==> src/rtl/fread_pkg.sv <==
// Shared constants for the fread chunking streamer: state encoding,
// default chunk size and the chunk-length helper.
package fread_pkg;

  localparam int REQ_LEN_W     = 11;
  localparam int CHUNK_MAX_DEF = 512;

  localparam logic [1:0] ST_IDLE  = 2'd0;
  localparam logic [1:0] ST_REQ   = 2'd1;
  localparam logic [1:0] ST_RECV  = 2'd2;
  localparam logic [1:0] ST_DRAIN = 2'd3;

  // min(rem, cmax), sized for the request length field
  function automatic logic [REQ_LEN_W-1:0] chunk_len(input logic [31:0] rem,
                                                     input int unsigned cmax);
    if (rem < 32'(cmax)) return rem[REQ_LEN_W-1:0];
    else                 return REQ_LEN_W'(cmax);
  endfunction

endpackage

==> src/rtl/fread_streamer.sv <==
// Splits one large file read into chunked fread requests and merges the
// response FIFO bytes into a single backpressured stream with an end marker.
module fread_streamer
  import fread_pkg::*;
#(
  parameter int CHUNK_MAX = CHUNK_MAX_DEF
) (
  input  logic                 clk,
  input  logic                 rst_n,
  input  logic [31:0]          cmd_file_id,
  input  logic [31:0]          cmd_offset,
  input  logic [31:0]          cmd_len,
  input  logic                 cmd_valid,
  output logic                 cmd_ready,
  input  logic                 abort,
  output logic [31:0]          req_file_id,
  output logic [31:0]          req_offset,
  output logic [REQ_LEN_W-1:0] req_len,
  output logic                 req_valid,
  input  logic                 req_ready,
  input  logic [7:0]           resp_data,
  input  logic                 resp_valid,
  output logic                 resp_ready,
  output logic [7:0]           out_data,
  output logic                 out_last,
  output logic                 out_valid,
  input  logic                 out_ready,
  output logic                 busy
);

  logic [1:0]           state;
  logic [31:0]          file_id;
  logic [31:0]          offset;
  logic [31:0]          remaining;
  logic [REQ_LEN_W-1:0] chunk_cnt;

  logic in_recv, in_drain, xfer, chunk_end;

  assign in_recv   = (state == ST_RECV);
  assign in_drain  = (state == ST_DRAIN);
  assign xfer      = in_recv & resp_valid & out_ready;
  assign chunk_end = (chunk_cnt == REQ_LEN_W'(1));

  // offset only moves on the edge that leaves REQ, so it is stable as the
  // request offset for as long as req_valid is high
  assign req_file_id = file_id;
  assign req_offset  = offset;
  assign req_valid   = (state == ST_REQ);
  assign cmd_ready   = (state == ST_IDLE);
  assign busy        = (state != ST_IDLE);

  // zero-latency response pass-through; DRAIN swallows bytes unconditionally
  assign out_data   = resp_data;
  assign out_valid  = in_recv & resp_valid;
  assign resp_ready = (in_recv & out_ready) | in_drain;
  assign out_last   = out_valid & (remaining == 32'd1) & ~abort;

  // command/chunk sequencing FSM with its counters
  always_ff @(posedge clk) begin
    if (!rst_n) begin
      state     <= ST_IDLE;
      file_id   <= '0;
      offset    <= '0;
      remaining <= '0;
      chunk_cnt <= '0;
      req_len   <= '0;
    end else begin
      case (state)
        ST_IDLE: begin
          if (cmd_valid) begin
            file_id   <= cmd_file_id;
            offset    <= cmd_offset;
            remaining <= cmd_len;
            req_len   <= chunk_len(cmd_len, CHUNK_MAX);
            if (cmd_len != 32'd0) state <= ST_REQ;
          end
        end
        ST_REQ: begin
          if (abort) state <= ST_IDLE;
          else if (req_ready) begin
            chunk_cnt <= req_len;
            offset    <= offset + 32'(req_len);
            state     <= ST_RECV;
          end
        end
        ST_RECV: begin
          if (xfer) begin
            chunk_cnt <= chunk_cnt - REQ_LEN_W'(1);
            remaining <= remaining - 32'd1;
            if (chunk_end) begin
              if (abort || remaining == 32'd1) state <= ST_IDLE;
              else begin
                req_len <= chunk_len(remaining - 32'd1, CHUNK_MAX);
                state   <= ST_REQ;
              end
            end else if (abort) state <= ST_DRAIN;
          end else if (abort) state <= ST_DRAIN;
        end
        ST_DRAIN: begin
          if (resp_valid) begin
            chunk_cnt <= chunk_cnt - REQ_LEN_W'(1);
            if (chunk_end) state <= ST_IDLE;
          end
        end
        default: state <= ST_IDLE;
      endcase
    end
  end

endmodule

==> config.mk <==
export PLATFORM = sky130hd
export DESIGN_NAME = fread_streamer
export DESIGN_NICKNAME = d
export VERILOG_FILES = /design/src/rtl/fread_pkg.sv /design/src/rtl/fread_streamer.sv
export SDC_FILE = /design/constraint.sdc
export NUM_CORES = 1
export LEC_CHECK = 0
export CORE_AREA = 3 3 150 152
export CTS_CLUSTER_SIZE = 20
export DETAILED_ROUTE_END_ITERATION = 6
export DIE_AREA = 0 0 153 155
export MAX_ROUTING_LAYER = met4
export PLACE_DENSITY_LB_ADDON = 0.15
export SYNTH_ARGS = -nofsm -noshare
export SYNTH_HDL_FRONTEND = slang
export SYNTH_SLANG_ARGS = --single-unit
==> constraint.sdc <==
create_clock -name clk -period 5.9 [get_ports clk]
set_input_delay 1.77 -clock clk [delete_from_list [all_inputs] [get_ports clk]]
set_output_delay 1.77 -clock clk [all_outputs]
set_load 0.01 [all_outputs]
==> run summary, run 1 <==
status - finished, final reports clean
pin count of the biggest net entering global routing - 81
Core Area - 0.0212 mm2
layout cells sized above 1 - 6.54%
number of synthesized flops with an enable pin - 0
number of warnings issued by yosys - 0
DR vias/cell - 5.52
hold path start - req_file_id[19]
Hold Path Class - reg2reg
Avg Cell Area, Syn - 7.51 um2
Layout area overhead - 34.6%
# IOs - 200
GPL Wtd Cong - 0.879
register share of total power - 33.4%
critical path startpoint - remaining[4]
1st-pass router iterations - 5
CTS tree - yes
Die X - 153 um
number of gates resized after CTS - 0
area fraction of the dominant cell type after synthesis - 32.5%
setup_tns - 0 ns
ant diodes - 0
XOR/XNOR Fraction of Synth Area - 2.02%
Routed Antenna Nets - 0
clock network fraction of total power - 35.6%
Comb pwr share - 31.0%
peak supply drop - 0.000206 V
Reg2Reg Setup Slack - 2.13 ns
CTS Buffer Depth - 2
net switching power - 0.00106 W
synth unique cells - 70
worst stage delay on the critical path - 0.62 ns
setup repair bufs after CTS - 0
synthesized flop and latch total - 120
Final Hold Violating Endpoints - 0
fin area - 0.00994 mm2
Total GRT Usage - 21.2%
Adder-Cell Fraction of Synth Area - 2.81%
post-layout util - 47.0%
Starting Density - 34.9%
IO buf count - 183
H-tree levels - 4
Setup violations, final - 0
post-synth net total - 1110
CTS Hold Bufs - 0
dpl hpwl - 17800 um
Worst Path Max Fanout - 9
Clock Root Buffer - clkbuf_16
simple-gate portion of the synthesized area - 27.8%
Final Slew Violations - 0
Critical R2R Launch - remaining[0]
post-layout min period - 5.03 ns
clock latency on the worst-skew pair - 0.42 ns
vias in the first global route - 7321
pwr dens - 309 mW/mm2
max_cap viols - 0
CP Class - reg2out
FFs w/ async S/R, synth - 0%
Required @ worst endpoint - 4.13 ns
RSZ-0062 raised after global routing - no
internal power - 0.00200 W
leading register cell type out of synthesis - dfxtp_1
CP endpoint kind - output port
largest family of logic cells by synthesized area - compound AO/OA/AOI/OAI gates
clk slew on worst S/H paths - 0.06 ns
critical-path cell list - or4_4 > or4_1 > nor4_2 > and3b_1 > clkdlybuf4s50_1
Die Y-Extent - 155 um
Setup crit start kind - flip-flop
Lkg Pwr - 3.73 nW
synth top area cells - dfxtp_1, nand2_1, o21ai_0
share of the clock period used by the worst path after layout - 85.3%
Nets - 1245
Inserted Clock Buffers - 17
Remaining DRCs - 0
Worst Clk Skew - 0.00729 ns
Synth Area in Compound Gates - 29.1%
dominant cell type by area after synthesis - dfxtp_1
mapped cell area - 0.00739 mm2
f_max - 199 MHz
Post-Place Cell Area - 0.00933 mm2
die area - 0.0237 mm2
DRT iter0 DRCs - 480
Rel. slew slack - 33.2%
initial antenna violation count - 0
post-synthesis mux area share - 0%
global-route wire length before repair - 39800 um
Post-Synthesis Cells - 983
Sw Ratio - 34.7%
Seq/Total Area, Yosys - 32.5%
DR vias - 7756
Clock Sinks - 120
standard-cell rows - 53
global route total overflow - 0
slowest cell on the critical path - or4_4
Critical Path AT - 3.26 ns
wire per inst - 17.7 um
Worst-Margin Slew - 0.994 ns
final wirelength - 24900 um
==> worst max-delay path, delay by kind of cell, from the launching register on <==
family,cells,cell delay [ns]
buffers and inverters,1,0.53
flip-flops,1,0.39
AND/OR/NAND/NOR,4,1.93
==> per-layer routing <==
layer	part of all wire [%]	vias to the layer above	GRT usage [%]
met4	2.5	0	7.68
met1	48	3631	28.6
met3	4.8	40	3.81
met2	45	214	31.9
met5	0	-	-
li1	-	3871	-
==> flip-flops by register name, indices dropped and copies added (netlist names) <==
name,flops
remaining,32
req_offset,32
chunk_cnt,11
req_file_id,32
req_len,11
state,2
==> power groups by stage <==
stage	clock network (W)	logic (W)	registers, W
floorplan	0	0.000582	0.00102
global placement	0	0.000943	0.00104
detailed placement	0	0.000951	0.00104
CTS	0.00112	0.000953	0.00102
global route	0.00116	0.00105	0.00104
finish	0.00109	0.000952	0.00102
==> Yosys cell counts (10+ instances only) <==
cell	count
a211oi_1	10
a21boi_0	34
a21oi_1	63
a22oi_1	11
a311oi_1	12
a31oi_1	11
and2_1	21
and3_1	16
clkbuf_1	63
dfxtp_1	120
ha_1	15
inv_1	20
nand2_1	132
nand3_1	20
nand4_1	25
nor2_1	73
nor2b_1	16
nor3_1	40
nor4_1	19
o21a_1	13
o21ai_0	86
o22ai_1	10
==> placed cells by master (no fill, tap or decap), types with 16 or more instances in the layout <==
| cell type | count |
|---|---|
| a21boi_0 | 34 |
| nor3_1 | 40 |
| dfxtp_1 | 120 |
| nand4_1 | 25 |
| o21ai_0 | 86 |
| nand2_1 | 132 |
| inv_1 | 20 |
| nor4_1 | 19 |
| clkbuf_16 | 17 |
| and2_1 | 21 |
| nor2_1 | 72 |
| and3_1 | 16 |
| clkdlybuf4s50_1 | 182 |
| a21oi_1 | 61 |
| nand3_1 | 20 |
==> through the flow <==
| stage | setup slack, ns | hold slack [ns] | total power (W) | std cells |
|---|---|---|---|---|
| 2_1_floorplan | 1.84 | 0.450 | 0.00161 | 983 |
| 3_3_place_gp | 0.902 | 0.450 | 0.00198 | 1374 |
| 3_5_place_dp | 0.891 | 0.458 | 0.00199 | 1374 |
| 4_1_cts | 0.841 | 0.466 | 0.00309 | 1406 |
| 5_1_grt | 0.755 | 0.487 | 0.00325 | 1406 |
| 6_report | 0.866 | 0.462 | 0.00307 | 1406 |
==> cell type report <==
class	instances	area [um2]
Fill cell	2181	11200
Multi-Input combinational cell	763	4590
Sequential cell	120	2400
Timing Repair Buffer	194	1910
Clock buffer	17	425
Tap cell	275	344
Clock inverter	15	191
Inverter	22	82.6
==> final timing paths <==
kind	endpoint	depth (start not counted)
worst max-delay path	out_last	5
worst min-delay path	req_file_id[19]	2
worst max register to register	req_len[7]	9
worst min register to register	req_file_id[19]	2
==> cells by family (layout without fill, tap and decap cells) <==
| family | Yosys count | in the layout |
|---|---|---|
| AND/OR/NAND/NOR | 408 | 408 |
| buffers and inverters | 100 | 248 |
| AO/OA/AOI/OAI | 322 | 322 |
| adder cells (fa/ha/maj) | 16 | 16 |
| flip-flops | 120 | 120 |
| XOR/XNOR | 17 | 17 |
No activity file was read; power rests on OpenSTA's default activity.
==> run 2: changes to the inputs <==
CORE_AREA = 2 2 143 145   (was 3 3 150 152)
DIE_AREA = 0 0 145 147   (was 0 0 153 155)
==> run 2 against run 1 <==
- combinational power down 0.8%
- first-iteration DRC count down 6.0%
- worst hold slack gained 0.00073 ns
- clock-buffer cell count did not move
- die area shrank 10%
- global-route usage is 1.9 points higher
- core utilization up 3.0 points
- critical endpoint unchanged
- largest power group unchanged
- highest routed layer unchanged
==> run summary, run 2 (synthesis gave the netlist of run 1 again) <==
status - finished, final reports clean
max_cap viols - 0
Critical R2R Launch - remaining[0]
dpl hpwl - 16800 um
Worst-Margin Slew - 0.846 ns
fin area - 0.00993 mm2
Clock Sinks - 120
Worst Path Max Fanout - 4
critical path startpoint - resp_valid
wire per inst - 17.2 um
Clock Root Buffer - clkbuf_16
Setup violations, final - 0
CP dominant cell by count - clkdlybuf4s50_1
Layout area overhead - 34.5%
post-layout min period - 5.19 ns
CP endpoint kind - output port
clock latency on the worst-skew pair - 0.42 ns
Reg2Reg Setup Slack - 2.36 ns
worst stage delay on the critical path - 0.60 ns
Critical Path AT - 3.42 ns
CTS tree - yes
peak supply drop - 0.000209 V
GPL Wtd Cong - 0.840
DR vias - 7857
clk slew on worst S/H paths - 0.06 ns
Final Hold Violating Endpoints - 0
pwr dens - 307 mW/mm2
CP Class - in2out
commonest non-fill, non-tap cell in the layout - clkdlybuf4s50_1
number of gates resized after CTS - 0
# IOs - 200
pin count of the biggest net entering global routing - 87
DR vias/cell - 5.60
CTS Hold Bufs - 0
Hold Path Class - reg2reg
worst flop-to-flop path endpoint - req_len[1]
global route total overflow - 0
H-tree levels - 4
Total GRT Usage - 23.0%
Critical path destination - out_last
initial antenna violation count - 0
Inserted Clock Buffers - 17
most frequent cells in the layout - clkdlybuf4s50_1, nand2_1, dfxtp_1
ant diodes - 0
Required @ worst endpoint - 4.13 ns
storage element area - 0.00240 mm2
final wirelength - 24100 um
1st-pass router iterations - 4
CTS Buffer Depth - 2
Starting Density - 37.2%
f_max - 193 MHz
layout cells sized above 1 - 6.63%
Die Y-Extent - 147 um
die area - 0.0213 mm2
slowest cell on the critical path - clkdlybuf4s50_1
critical-path cell list - clkdlybuf4s50_1 > and2_0 > and3b_1 > clkdlybuf4s50_1
RSZ-0062 raised after global routing - no
Die X - 145 um
number of fillers in the final layout - 1979
Reg2Reg Depth - 9
Lkg Pwr - 3.71 nW
Rel. slew slack - 43.5%
post-layout util - 50.0%
Core Area - 0.0198 mm2
area occupied by multi-input gates - 0.00459 mm2
share of the clock period used by the worst path after layout - 88.0%
Setup crit start kind - input pin
vias in the first global route - 7250
Worst Clk Skew - 0.00710 ns
standard-cell rows - 52
global-route wire length before repair - 39000 um
Final Slew Violations - 0
Post-Place Cell Area - 0.00933 mm2
setup repair bufs after CTS - 0
Remaining DRCs - 0
Nets - 1246
setup_tns - 0 ns
Final Hold Slack - 0.463 ns
IO buf count - 183
Routed Antenna Nets - 0
DRT iter0 DRCs - 451
run 2: cell type report:
class                   instances  area share (%)
well taps                     270            3.40
repair buffers                195            19.3
inverters                      22           0.832
clock inverters                15            1.79
multi-input cells             763            46.2
flip-flops and latches        120            24.2
clock buffers                  17            4.28
run 2: power by group:
| group | leakage [nW] | internal (W) | switching, W |
|---|---|---|---|
| combinational | 2.44 | 0.000422 | 0.000523 |
| clock | 0.282 | 0.000665 | 0.000417 |
| sequential | 0.986 | 0.000908 | 0.000116 |
| total | 3.71 | 0.00199 | 0.00106 |
run 2: worst min path at each step:
stage               startpoint               to  slack, ns  depth (start not counted)
4_1_cts         req_file_id[3]   req_file_id[3]       0.47                          2
3_5_place_dp   req_file_id[10]  req_file_id[10]       0.46                          2
2_1_floorplan    remaining[30]    remaining[30]       0.45                          2
3_3_place_gp   req_file_id[15]  req_file_id[15]       0.45                          2
5_1_grt        req_file_id[22]  req_file_id[22]       0.49                          2
6_report       req_file_id[30]  req_file_id[30]       0.46                          2
run 2: layer usage:
| layer | track usage (%) | wire, um |
|---|---|---|
| met5 | - | 0 |
| met4 | 5.84 | 363 |
| met3 | 4.84 | 1570 |
| met2 | 36.0 | 10900 |
| met1 | 30.5 | 11300 |
run 2: stage by stage:
| stage | worst slack [ns] | power (W) | instances |
|---|---|---|---|
| after floorplan | 1.84 | 0.00161 | 983 |
| after global placement | 0.774 | 0.00197 | 1370 |
| after detailed placement | 0.756 | 0.00198 | 1370 |
| after CTS | 0.757 | 0.00307 | 1402 |
| after global routing | 0.644 | 0.00322 | 1402 |
| final | 0.710 | 0.00305 | 1402 |
run 2: critical path: cells and delay by family:
family | cells | cell delay [ns]
buffers and inverters | 2 | 1.11
AND/OR/NAND/NOR | 2 | 0.54
==> run 3: changes to the inputs <==
--- a/constraint.sdc
+++ b/constraint.sdc
@@ -3,2 +3,2 @@
 set_output_delay 1.77 -clock clk [all_outputs]
-set_load 0.01 [all_outputs]
+set_load 0.1 [all_outputs]
==> run 3 against run 2 <==
- clock-buffer cell count up 3
- maximum frequency up 6.0%
- die area stayed put
- largest cell class unchanged
- largest power group is now combinational cells
==> run summary, run 3 (synthesis gave the netlist of run 1 again) <==
status - finished, final reports clean
clock latency on the worst-skew pair - 0.42 ns
area occupied by multi-input gates - 0.00459 mm2
Die X - 145 um
pre-CTS setup slack - 1.02 ns
Inserted Clock Buffers - 17
Core Area - 0.0198 mm2
number of fillers in the final layout - 1964
Lkg Pwr - 3.77 nW
standard-cell rows - 52
initial antenna violation count - 0
pwr dens - 363 mW/mm2
1st-pass router iterations - 5
Required @ worst endpoint - 4.13 ns
pin count of the biggest net entering global routing - 88
final wirelength - 24200 um
CP endpoint kind - output port
Routed Antenna Nets - 0
dpl hpwl - 16800 um
vias in the first global route - 7273
Worst-Margin Slew - 1.01 ns
Sw Ratio - 41.0%
setup_tns - 0 ns
# IOs - 200
Die Y-Extent - 147 um
clk slew on worst S/H paths - 0.05 ns
net switching power - 0.00149 W
setup ws final - 1.01 ns
RSZ-0062 raised after global routing - no
Remaining DRCs - 0
IO buf count - 183
Worst Path Max Fanout - 4
CTS Buffer Depth - 2
worst stage delay on the critical path - 0.52 ns
f_max - 204 MHz
Clock Root Buffer - clkbuf_16
DR vias - 7871
total power - 0.00363 W
clock network fraction of total power - 33.4%
fin area - 0.0100 mm2
Critical Path AT - 3.12 ns
CP delay by family, top - buffers and inverters
share of the clock period used by the worst path after layout - 83.0%
Clock Sinks - 120
register share of total power - 28.2%
slowest cell on the critical path - clkdlybuf4s50_1
post-layout util - 50.4%
GPL Wtd Cong - 0.845
DRT iter0 DRCs - 460
Hold Path Class - reg2reg
die area - 0.0213 mm2
internal power - 0.00214 W
setup repair bufs after CTS - 0
global route total overflow - 0
wire per inst - 17.2 um
Nets - 1246
CTS tree - yes
Comb pwr share - 38.3%
CP Class - in2out
DR vias/cell - 5.61
most frequent cells in the layout - clkdlybuf4s50_1, nand2_1, dfxtp_1
Post-Place Cell Area - 0.00932 mm2
CTS Hold Bufs - 0
H-tree levels - 4
critical-path cell list - clkdlybuf4s50_1 > and2_0 > and3b_1 > buf_4
storage element area - 0.00240 mm2
Final Hold Violating Endpoints - 0
number of gates resized after CTS - 0
Rel. slew slack - 32.2%
post-layout min period - 4.89 ns
Layout area overhead - 35.3%
ant diodes - 0
commonest non-fill, non-tap cell in the layout - clkdlybuf4s50_1
peak supply drop - 0.000212 V
layout cells sized above 1 - 6.89%
Total GRT Usage - 22.9%
Worst Clk Skew - 0.00827 ns
Final Slew Violations - 0
Setup crit start kind - input pin
CP Buf/Inv Count - 2
Setup violations, final - 0
Starting Density - 37.2%
global-route wire length before repair - 39100 um
max_cap viols - 0
run 3: power groups by stage:
| stage | clock network (W) | registers (W) | logic (W) |
|---|---|---|---|
| 6_report | 0.00121 | 0.00102 | 0.00139 |
| 5_1_grt | 0.00127 | 0.00104 | 0.00148 |
| 4_1_cts | 0.00123 | 0.00102 | 0.00139 |
| 3_5_place_dp | 0 | 0.00104 | 0.00139 |
| 3_3_place_gp | 0 | 0.00104 | 0.00138 |
| 2_1_floorplan | 0 | 0.00144 | 0.000634 |
run 3: path summary, 6_finish.rpt:
check / startpoint / end / slack [ns] / depth (start not counted)
max: resp_valid / out_last / 1.01 / 4
max reg2reg: remaining[0] / req_len[3] / 2.32 / 9
min reg2reg: req_file_id[26] / req_file_id[26] / 0.46 / 2
min: req_file_id[26] / req_file_id[26] / 0.46 / 2
run 3: metal layers:
metal  track usage (%)  up-vias  routed length [um]
met4              4.95        0                 204
met3              4.04       18                1380
met1              31.3     3706               11500
met5                 -        -                   0
met2              35.8      265               11100
li1                  -     3882                   -
run 3: area by class of cell:
class                      instances  area share [%]
multi-input combinational        763            45.9
tap                              270            3.38
clock inverter                    12            2.22
clock buffer                      20            4.57
timing repair buffer             195            19.1
sequential                       120            24.0
inverter                          22           0.826
run 3: per-stage QoR:
stage / hold WS, ns / instances
5_1_grt: 0.482 / 1402
3_5_place_dp: 0.459 / 1370
2_1_floorplan: 0.450 / 983
3_3_place_gp: 0.452 / 1370
4_1_cts: 0.466 / 1402
6_report: 0.462 / 1402
run 3: worst reg2reg max path, stage by stage (launching register included):
cell and delay [ns]:
dfxtp_1 0.37, inv_1 0.14, ha_1 0.30, nor3b_1 0.63, nand3_1 0.40, nor4b_2 0.49
xor2_1 0.21, nor4b_4 0.61, nand4_1 0.19, a21oi_1 0.17
